File: config.mk
export PLATFORM = sky130hd
export DESIGN_NAME = alu_result_collector
export DESIGN_NICKNAME = d
export VERILOG_FILES = /design/src/rtl/alu_pkg.sv /design/src/rtl/sync_fifo.sv /design/src/rtl/alu_result_collector.sv
export SDC_FILE = /design/constraint.sdc
export NUM_CORES = 1
export LEC_CHECK = 0
export CAP_MARGIN = 20
export CORE_ASPECT_RATIO = 0.9
export CORE_MARGIN = 1.5
export CORE_UTILIZATION = 53
export CTS_CLUSTER_DIAMETER = 60
export DETAILED_ROUTE_END_ITERATION = 8
export PLACE_DENSITY_LB_ADDON = 0.25
export SYNTH_ARGS = -nofsm -noshare
export SYNTH_HDL_FRONTEND = slang
export SYNTH_SLANG_ARGS = --single-unit
File: constraint.sdc
create_clock -name i_clk -period 2.5 [get_ports i_clk]
set_input_delay 0.5 -clock i_clk [delete_from_list [all_inputs] [get_ports i_clk]]
set_output_delay 0.5 -clock i_clk [all_outputs]
set_load 0.05 [all_outputs]
File: src/rtl/alu_pkg.sv
// Shared ALU definitions: flag bit positions, flag width and operation codes.
package alu_pkg;

   // Width of the ALU flag vector and the position of each flag inside it
   localparam int FLAG_W        = 4;
   localparam int FLAG_ERR      = 0;
   localparam int FLAG_NEG      = 1;
   localparam int FLAG_POS      = 2;
   localparam int FLAG_OVERFLOW = 3;

   // ALU operation codes
   typedef enum logic [1:0] {
      OP_SUB   = 2'b00,
      OP_NAND  = 2'b01,
      OP_LEAD1 = 2'b10,
      OP_OHDEC = 2'b11
   } alu_op_e;

endpackage : alu_pkg

File: src/rtl/sync_fifo.sv
// First-word-fall-through synchronous FIFO.
// A push is accepted when the FIFO is not full, or when a pop happens in the
// same cycle. DEPTH must be a power of two so the pointers wrap on their own.
module sync_fifo #(
   parameter  int WIDTH = 8,
   parameter  int DEPTH = 4,
   localparam int PTR_W = $clog2(DEPTH),
   localparam int LVL_W = PTR_W + 1
) (
   input  logic             i_clk,
   input  logic             i_rstn,
   input  logic             i_push,
   input  logic             i_pop,
   input  logic [WIDTH-1:0] i_data,
   output logic [WIDTH-1:0] o_data,
   output logic             o_full,
   output logic             o_empty,
   output logic [LVL_W-1:0] o_level
);

   logic [WIDTH-1:0] mem_q [DEPTH];
   logic [PTR_W-1:0] wr_ptr_q, wr_ptr_d;
   logic [PTR_W-1:0] rd_ptr_q, rd_ptr_d;
   logic [LVL_W-1:0] level_q, level_d;
   logic             push_ok;
   logic             pop_ok;

   // Decide which operations happen this cycle and compute next pointers/level
   always_comb begin
      // NOTE: every signal gets a default first so no path leaves it unassigned (no latch).
      push_ok  = 1'b0;
      pop_ok   = 1'b0;
      wr_ptr_d = wr_ptr_q;
      rd_ptr_d = rd_ptr_q;
      level_d  = level_q;

      pop_ok  = i_pop && (level_q != '0);
      push_ok = i_push && ((level_q != LVL_W'(DEPTH)) || pop_ok);

      if (push_ok) wr_ptr_d = wr_ptr_q + PTR_W'(1);
      if (pop_ok)  rd_ptr_d = rd_ptr_q + PTR_W'(1);

      case ({push_ok, pop_ok})
         2'b10:   level_d = level_q + LVL_W'(1);
         2'b01:   level_d = level_q - LVL_W'(1);
         default: level_d = level_q;
      endcase
   end

   // Pointer and occupancy registers
   always_ff @(posedge i_clk or negedge i_rstn) begin
      // NOTE: sequential state uses non-blocking assignments so all flops update together.
      if (!i_rstn) begin
         wr_ptr_q <= '0;
         rd_ptr_q <= '0;
         level_q  <= '0;
      end else begin
         wr_ptr_q <= wr_ptr_d;
         rd_ptr_q <= rd_ptr_d;
         level_q  <= level_d;
      end
   end

   // Entry storage
   always_ff @(posedge i_clk) begin
      // NOTE: storage is not reset; the output mux below hides stale contents while empty.
      if (push_ok) mem_q[wr_ptr_q] <= i_data;
   end

   // Head entry is shown directly; forced to zero while empty so it is never X
   always_comb begin
      o_level = level_q;
      o_full  = (level_q == LVL_W'(DEPTH));
      o_empty = (level_q == '0);
      o_data  = o_empty ? '0 : mem_q[rd_ptr_q];
   end

endmodule : sync_fifo

File: src/rtl/alu_result_collector.sv
// Collects ALU {flag, result} samples into a FIFO, drains them over a
// valid/ready handshake and keeps saturating ERR/OVERFLOW statistics plus a
// sticky drop indicator for samples lost to a full FIFO.
module alu_result_collector
   import alu_pkg::*;
#(
   parameter int WIDTH     = 4,
   parameter int DEPTH     = 4,
   parameter int CNT_WIDTH = 8
) (
   input  logic                      i_clk,
   input  logic                      i_rstn,
   input  logic [WIDTH-1:0]          i_result,
   input  logic [FLAG_W-1:0]         i_flag,
   input  logic                      i_valid,
   input  logic                      i_clear,
   output logic [WIDTH+FLAG_W-1:0]   o_data,
   output logic                      o_valid,
   input  logic                      i_ready,
   output logic                      o_full,
   output logic                      o_empty,
   output logic [$clog2(DEPTH):0]    o_level,
   output logic [CNT_WIDTH-1:0]      o_err_cnt,
   output logic [CNT_WIDTH-1:0]      o_ovf_cnt,
   output logic                      o_drop
);

   logic [CNT_WIDTH-1:0] err_cnt_q, err_cnt_d;
   logic [CNT_WIDTH-1:0] ovf_cnt_q, ovf_cnt_d;
   logic                 drop_q, drop_d;
   logic                 pop;
   logic                 drop_hit;
   logic                 err_hit;
   logic                 ovf_hit;

   sync_fifo #(
      .WIDTH (WIDTH + FLAG_W),
      .DEPTH (DEPTH)
   ) u_fifo (
      .i_clk   (i_clk),
      .i_rstn  (i_rstn),
      .i_push  (i_valid),
      .i_pop   (pop),
      .i_data  ({i_flag, i_result}),
      .o_data  (o_data),
      .o_full  (o_full),
      .o_empty (o_empty),
      .o_level (o_level)
   );

   // Handshake, drop detection and saturating counter next-state; clear wins
   always_comb begin
      o_valid  = !o_empty;
      pop      = o_valid && i_ready;
      drop_hit = i_valid && o_full && !pop;
      err_hit  = i_valid && i_flag[FLAG_ERR];
      ovf_hit  = i_valid && i_flag[FLAG_OVERFLOW];

      err_cnt_d = err_cnt_q;
      ovf_cnt_d = ovf_cnt_q;
      drop_d    = drop_q;

      if (i_clear) begin
         err_cnt_d = '0;
         ovf_cnt_d = '0;
         drop_d    = 1'b0;
      end else begin
         if (err_hit && (err_cnt_q != '1)) err_cnt_d = err_cnt_q + CNT_WIDTH'(1);
         if (ovf_hit && (ovf_cnt_q != '1)) ovf_cnt_d = ovf_cnt_q + CNT_WIDTH'(1);
         if (drop_hit)                     drop_d    = 1'b1;
      end
   end

   // Statistics and drop registers
   always_ff @(posedge i_clk or negedge i_rstn) begin
      if (!i_rstn) begin
         err_cnt_q <= '0;
         ovf_cnt_q <= '0;
         drop_q    <= 1'b0;
      end else begin
         err_cnt_q <= err_cnt_d;
         ovf_cnt_q <= ovf_cnt_d;
         drop_q    <= drop_d;
      end
   end

   // Drive statistic outputs from their registers
   always_comb begin
      o_err_cnt = err_cnt_q;
      o_ovf_cnt = ovf_cnt_q;
      o_drop    = drop_q;
   end

endmodule : alu_result_collector

======== After elaboration in Yosys (flattened, before gate mapping) ========
Memory sizes are Yosys's and may differ from the RTL's.
Index checks and enable logic that the tools add are counted.
storage, ports and cells
  memories ................................ 1
  bits of input ports ..................... 13
  logic and storage cells ................. 47
  register bits ........................... 24
  bits in writable memories ............... 32
cells by class
  add/subtract/negate cells ............... 6
  equality and inequality tests ........... 6
  reductions and logical operators ........ 18
  multiplexer cells ....................... 10
memories
  name          words  width  read ports  clocked after Yosys merged registers in  write ports  RTL line         RTL
  u_fifo.mem_q  4      8      1           0                                        1            sync_fifo.sv:21  logic [WIDTH-1:0] mem_q [DEPTH];
operators with widths
  cell                                                                    count
  8-bit 2-to-1 mux                                                        5
  8-bit by 1-bit adder with 8-bit output (second input constant)          2
  8-bit != test (second input constant)                                   2
  1-bit logical AND                                                       9
  2-bit nonzero test                                                      4
  3-bit one-hot mux with 2 select lines                                   1
  2-bit by 1-bit adder with 2-bit output (second input constant)          2
  1-bit 2-to-1 mux                                                        4
  3-bit by 1-bit adder with 3-bit output (second input constant)          1
  3-bit equality test (second input constant)                             1
  3-bit zero test                                                         1
  3-bit != test (second input constant)                                   1
  3-bit nonzero test                                                      1
  3-bit by 1-bit subtractor with 3-bit output (second input constant)     1
  2-bit by 1-bit equality test with 1-bit output (second input constant)  1
  2-bit equality test (second input constant)                             1
  1-bit zero test                                                         2
  1-bit logical OR                                                        1

======== Logic depth before layout (Yosys ltp) ========
Gate-level depths: netlist of the first run.
  depth after elaboration ................. 8
  mapped depth ............................ 9

======== Cells and area by module ========
From an unflattened synthesis of the first run, not the netlist that was laid out.
second synthesis, totals
  cells, all modules ...................... 189
  area, all modules ....................... 2661.3 um^2
by module, submodules not included
  module                instances  area an instance (um^2)  sequential area each (um^2)  cells each
  sync_fifo             1          1645.3                   1136.1                       90
  alu_result_collector  1          1016.0                   425.4                        99

======== Least setup slack after synthesis of the first run ========
OpenSTA, ideal clock, no wires.
  kind .................................... register to output
  start ................................... register u_fifo.level_q[0], in the netlist u_fifo.o_level[0]
  end ..................................... output o_data[0]
  stages on the path, launching flop included .. 4
  arrival ................................. 1.991 ns
  path slack .............................. 0.009 ns
  path through ............................ dfrtp_1 > or3_1 > clkbuf_1 > and2_1
on the way
  longest elaborated chain between the ends .. 2
RTL lines
  what                      RTL line                    RTL
  start: declaration        sync_fifo.sv:24             logic [LVL_W-1:0] level_q, level_d;
  start signal: assignment  sync_fifo.sv:60             level_q <= level_d;
  3-bit zero test           sync_fifo.sv:74             o_empty = (level_q == '0);
  8-bit 2-to-1 mux          sync_fifo.sv:75             o_data = o_empty ? '0 : mem_q[rd_ptr_q];
  end: declaration          alu_result_collector.sv:17  output logic [WIDTH+FLAG_W-1:0] o_data,
No other way between the ends.

======== Final worst setup path of the first run ========
  start ................................... register u_fifo.level_q[0], in the netlist u_fifo.o_level[0]
  end ..................................... output o_full
on the way
  longest elaborated chain between the ends .. 1
RTL lines
  what                 RTL line                    RTL
  3-bit equality test  sync_fifo.sv:73             o_full = (level_q == LVL_W'(DEPTH));
  end: declaration     alu_result_collector.sv:20  output logic o_full,
No other way between the ends.

==> flow_summary.json, run 1 <==
{
  "status": "finished clean",
  "tritoncts": "done",
  "synth_top_area_share_pct": 36.1,
  "ios": 44,
  "skew_ns": 0.00307,
  "die_width_um": 77.7,
  "grt_start_max_net_pins": 27,
  "post-dp-hpwl_um": 3350,
  "ys_top_cells_by_area": "edfxtp_1 36%, dfrtp_1 23%, mux4_2 6.8%",
  "finalHoldViolCount": 0,
  "crit_required_ns": 2.00,
  "crit_type": "register to output pin",
  "fp.dieH_um": 70.2,
  "period_needed_ns": 2.33,
  "synth_edf_count": 32,
  "wl_um": 4730,
  "setup_ws_ns": 0.173,
  "ant_nets": 0,
  "end_kind": "output pin",
  "setup_viol": 0,
  "async_flop_share_pct": 42.9,
  "period_share_pct": 93.1,
  "worstSkewPairLatency_ns": 0.31,
  "cts_max_level": 2,
  "start_util_pct": 55.1,
  "final_cell_mix": "33 x clkdlybuf4s50_1, 32 x edfxtp_1, 24 x dfrtp_1",
  "worstMarginPinSlew_ns": 0.477,
  "post_drt_wl_per_cell_um": 15.4,
  "numCtsBuffers": 5,
  "startpoint_type": "register",
  "path_max_fanout": 5,
  "ys_seq_area_share_pct": 58.6,
  "crit_arrival_ns": 1.83,
  "synthesis.area_mm2": 0.00266,
  "place_congestion": 0.768,
  "finalSetupTns_ns": 0,
  "first_pass_iters": 4,
  "num_rows": 24,
  "slew_viol_final": 0,
  "grtUsageTotal_pct": 19.6,
  "via_per_inst": 5.49,
  "ys_types": 42,
  "path_clk_slew_ns": 0.09,
  "drt_iter0_drc": 141,
  "max-slew-margin-rel_pct": 67.4,
  "layout-drive-gt1-share_pct": 18.9,
  "rsz0062_at_grt": "false",
  "post-place-ws_ns": -0.0441,
  "core_area_mm2": 0.00483,
  "powerDensity_mw_per_mm2": 985,
  "final_common_cell": "clkdlybuf4s50_1",
  "yosys_warnings": 0,
  "grt_pass1_vias": 1653,
  "ctsRootBufferMaster": "clkbuf_8",
  "max_cap_violations": 0,
  "die_area_mm2": 0.00546,
  "ir_drop_mv": 0.659,
  "numClockSinks": 56,
  "num_vias": 1692,
  "io_buffers": 43,
  "grt_remaining_overflow": 0,
  "area_delta_synth_final_pct": 22.3,
  "hold_class": "register to register",
  "syn_area_per_cell_um2": 13.9,
  "antenna_cells": 0,
  "syn-num-nets": 213,
  "power.static_leakage_nw": 1.24,
  "max-clock-path-buffers": 2,
  "grt_pass1_wl_um": 8190,
  "nets": 263,
  "fmax_ghz": 0.430,
  "ys_seq_elements": 56,
  "grt_antenna_before_repair": 0,
  "remaining_drc_errors": 0,
  "syn_inst": 192,
  "postCtsSetupBuffers": 0,
  "synth_flop_cell": "edfxtp_1",
  "synth_largest_area_cell": "edfxtp_1"
}
[flip-flops by register name, indices dropped and copies added, names as in the netlist]
signal and cells:
o_drop 1, u_fifo.mem_q 32, o_ovf_cnt 8, o_err_cnt 8, u_fifo.rd_ptr_q 2, u_fifo.wr_ptr_q 2, u_fifo.o_level 3
[synth_stat cells, drive strengths merged (4+ instances only)]
cell type	count
edfxtp	32
nor2	8
inv	10
a21oi	7
and2	14
nand3	6
nand4	4
nor2b	8
nor3	6
dfrtp	24
mux2	8
mux4	8
and3	4
ha	7
clkbuf	4
nand2b	4
nand2	4
a211oi	4
[area by class of cell]
| class | count | area (µm²) |
|---|---|---|
| timing repair buffer | 50 | 463 |
| inverter | 10 | 37.5 |
| multi-input combinational | 119 | 1020 |
| clock inverter | 2 | 16.3 |
| tap | 65 | 81.3 |
| fill | 370 | 1580 |
| sequential | 56 | 1560 |
| clock buffer | 6 | 72.6 |
[path summary, 6_finish.rpt]
check	startpoint	end	slack, ns	depth (start not counted)
worst max register to register	u_fifo.o_level[0]	u_fifo.o_level[2]	0.41	9
max in group asynchronous	i_rstn	o_ovf_cnt[3]	1.71	2
worst min register to register	o_drop	o_drop	0.51	2
worst max-delay path	u_fifo.o_level[0]	o_full	0.17	3
min in group asynchronous	i_rstn	u_fifo.rd_ptr_q[0]	0.55	2
worst min-delay path	o_drop	o_drop	0.51	2
[metrics by stage]
stage	hold slack (ns)	total power (W)	utilization [%]	area, µm²	std cells
floorplan	0.204	0.00233	-	2660	192
detailed placement	0.494	0.00277	65.5	3170	300
global placement	0.481	0.00273	65.5	3170	300
CTS	0.517	0.00325	67.3	3250	308
finish	0.507	0.00321	67.4	3260	308
global route	0.563	0.00339	67.4	3260	308
[layer usage]
| layer | track usage, % | up-vias | share of wire [%] |
|---|---|---|---|
| met3 | 4.05 | 5 | 4.3 |
| met2 | 30.7 | 38 | 49 |
| met4 | 4.85 | 0 | 0.93 |
| met1 | 28.1 | 835 | 46 |
| li1 | - | 814 | - |
| met5 | 0 | - | 0 |
[power by group]
part / internal [W] / switching (W)
logic: 0.000558 / 0.000903
registers: 0.00116 / 0.000107
clock network: 0.000200 / 0.000283
[cells by family after synthesis]
kind of cell / synth area share (%)
AND/OR/NAND/NOR: 15.1
flip-flops: 58.6
AO/OA/AOI/OAI: 5.92
multiplexers: 11.4
buffers and inverters: 2.87
adder cells (fa/ha/maj): 4.04
XOR/XNOR: 1.97
[critical path, stage by stage, from the launching register on]
cell	delay [ns]
dfrtp_1	0.44
inv_1	0.12
and3_1	0.17
clkdlybuf4s50_1	0.80
[what timing repair did]
action,4_1_cts,5_1_grt
hold endpoints to repair,0,0
resized for setup,0,1
hold buffers,0,0
setup endpoints to repair,0,1
Note: power is estimated with default switching activity, not from simulation.
==> run 2: changes to the inputs <==
--- a/config.mk
+++ b/config.mk
@@ -6,9 +6,9 @@
 export NUM_CORES = 1
 export LEC_CHECK = 0
 export CAP_MARGIN = 20
-export CORE_ASPECT_RATIO = 0.9
+export CORE_ASPECT_RATIO = 1.4
 export CORE_MARGIN = 1.5
-export CORE_UTILIZATION = 53
+export CORE_UTILIZATION = 44
 export CTS_CLUSTER_DIAMETER = 60
 export DETAILED_ROUTE_END_ITERATION = 8
 export PLACE_DENSITY_LB_ADDON = 0.25
==> run 2 against run 1 <==
Clock power increased by 2%. Largest cell class unchanged. Maximum frequency decreased by 0.98%. Routed wire length increased by 2.4%. Core utilization decreased by 12 points. Sequential cell count unchanged. Via count decreased by 1.8%. Highest routed layer unchanged. First-iteration DRC count decreased by 54%.
==> flow_summary.json, run 2 (same netlist as run 1, synthesis figures left out) <==
{
  "hold_buffers": 0,
  "end_kind": "output pin",
  "core_area_mm2": 0.00586,
  "crit_required_ns": 2.00,
  "final_cell_mix": "33 x clkdlybuf4s50_1, 32 x edfxtp_1, 24 x dfrtp_1",
  "final_common_cell": "clkdlybuf4s50_1",
  "finalSetupTns_ns": 0,
  "fmax_ghz": 0.426,
  "grt_start_max_net_pins": 27,
  "ir_drop_mv": 0.295,
  "path_clk_slew_ns": 0.09,
  "min-delay-start": "u_fifo.rd_ptr_q[0]",
  "startpoint": "u_fifo.o_level[1]",
  "remaining_drc_errors": 0,
  "worstMarginPinSlew_ns": 0.560,
  "fp.dieH_um": 95.0,
  "regMostFlops": "u_fifo.mem_q",
  "tritoncts": "done",
  "numCtsBuffers": 5,
  "power.static_leakage_nw": 1.24,
  "place_congestion": 0.822,
  "max-slew-margin-rel_pct": 62.6,
  "numClockSinks": 56,
  "r2r_start": "u_fifo.o_level[1]",
  "endpoint": "o_full",
  "r2r_slack_ns": 0.45,
  "antenna_cells": 0,
  "hold_class": "register to register",
  "grtUsageTotal_pct": 16.6,
  "nets": 263,
  "grt_antenna_before_repair": 0,
  "wl_um": 4850,
  "finalHoldViolCount": 0,
  "crit_type": "register to output pin",
  "worstRegToRegCells": 8,
  "die_width_um": 68.7,
  "startpoint_type": "register",
  "num_vias": 1662,
  "period_share_pct": 94.0,
  "layout-drive-gt1-share_pct": 19.3,
  "ant_nets": 0,
  "power.total_w": 0.00321,
  "start_util_pct": 45.4,
  "rr_endpoint": "u_fifo.o_level[2]",
  "ctsRootBufferMaster": "clkbuf_8",
  "max_cap_violations": 0,
  "period_needed_ns": 2.35,
  "slew_viol_final": 0,
  "area_delta_synth_final_pct": 22.6,
  "powerDensity_mw_per_mm2": 984,
  "io_buffers": 43,
  "setup_viol": 0,
  "largest_reg_flops": 32,
  "first_pass_iters": 4,
  "postCtsSetupBuffers": 0,
  "crit_arrival_ns": 1.85,
  "via_per_inst": 5.31,
  "n_fill_cell": 509,
  "die_area_mm2": 0.00653,
  "status": "finished clean",
  "drt_iter0_drc": 65,
  "path_max_fanout": 4,
  "grt_pass1_wl_um": 7840,
  "ios": 44,
  "max-clock-path-buffers": 2,
  "skew_ns": 0.00905,
  "grt_pass1_vias": 1640,
  "post-dp-hpwl_um": 3440,
  "rsz0062_at_grt": "false",
  "num_rows": 33,
  "final_cell_area_mm2": 0.00326,
  "fin_hold_ws_ns": 0.505,
  "post_drt_wl_per_cell_um": 15.5,
  "cts_max_level": 2,
  "worstSkewPairLatency_ns": 0.31,
  "grt_remaining_overflow": 0,
  "utilization_pct": 55.7,
  "dpl_cell_area_mm2": 0.00317
}
run 2: cell types whose count changed in the layout (fill, tap and decap cells not counted):
cell,delta
clkbuf_1,-1
inv_6,+1
clkinv_2,+1
clkinv_4,-1
run 2: layer usage:
layer	up-vias	GRT usage (%)	share of wire, %
met1	805	20.2	41
met4	0	7.35	1.9
li1	813	-	-
met3	8	3.19	4.1
met2	36	28.0	53
met5	-	0	0
run 2: worst min path at each step:
stage                         end  slack, ns  depth (start not counted)
2_1_floorplan              o_drop       0.20                          0
3_3_place_gp               o_drop       0.48                          2
3_5_place_dp   u_fifo.rd_ptr_q[0]       0.49                          1
4_1_cts        u_fifo.rd_ptr_q[0]       0.51                          1
5_1_grt        u_fifo.rd_ptr_q[0]       0.53                          1
6_report       u_fifo.rd_ptr_q[0]       0.51                          1
run 2: critical path: stages (launching register included):
cell	delay (ns)
dfrtp_1	0.44
inv_1	0.13
and3_1	0.17
clkdlybuf4s50_1	0.80
run 2: layout make-up:
type / count / area, µm² / area share (%)
multi-input combinational: 119 / 1020 / 31.4
timing repair buffer: 50 / 463 / 14.2
tap: 70 / 87.6 / 2.68
sequential: 56 / 1560 / 47.8
inverter: 10 / 37.5 / 1.15
clock buffer: 5 / 68.8 / 2.11
clock inverter: 3 / 21.3 / 0.652
run 2: per-stage QoR:
step / std cells / setup slack (ns)
after global routing: 313 / 0.0658
after floorplan: 192 / 0.00898
after detailed placement: 305 / -0.00677
after global placement: 305 / 0.0723
after CTS: 313 / 0.00334
final: 313 / 0.150
run 2: timing repair:
item	in CTS	in global routing
endpoints found under the hold margin	0	0
setup endpoints to repair	0	1
resized for setup	0	1
run 2: power by group:
group / leakage, nW / switching, W / internal (W) / total (W)
Clock: 0.0445 / 0.000292 / 0.000199 / 0.000491
Sequential: 0.611 / 0.000120 / 0.00116 / 0.00128
Combinational: 0.587 / 0.000887 / 0.000557 / 0.00144
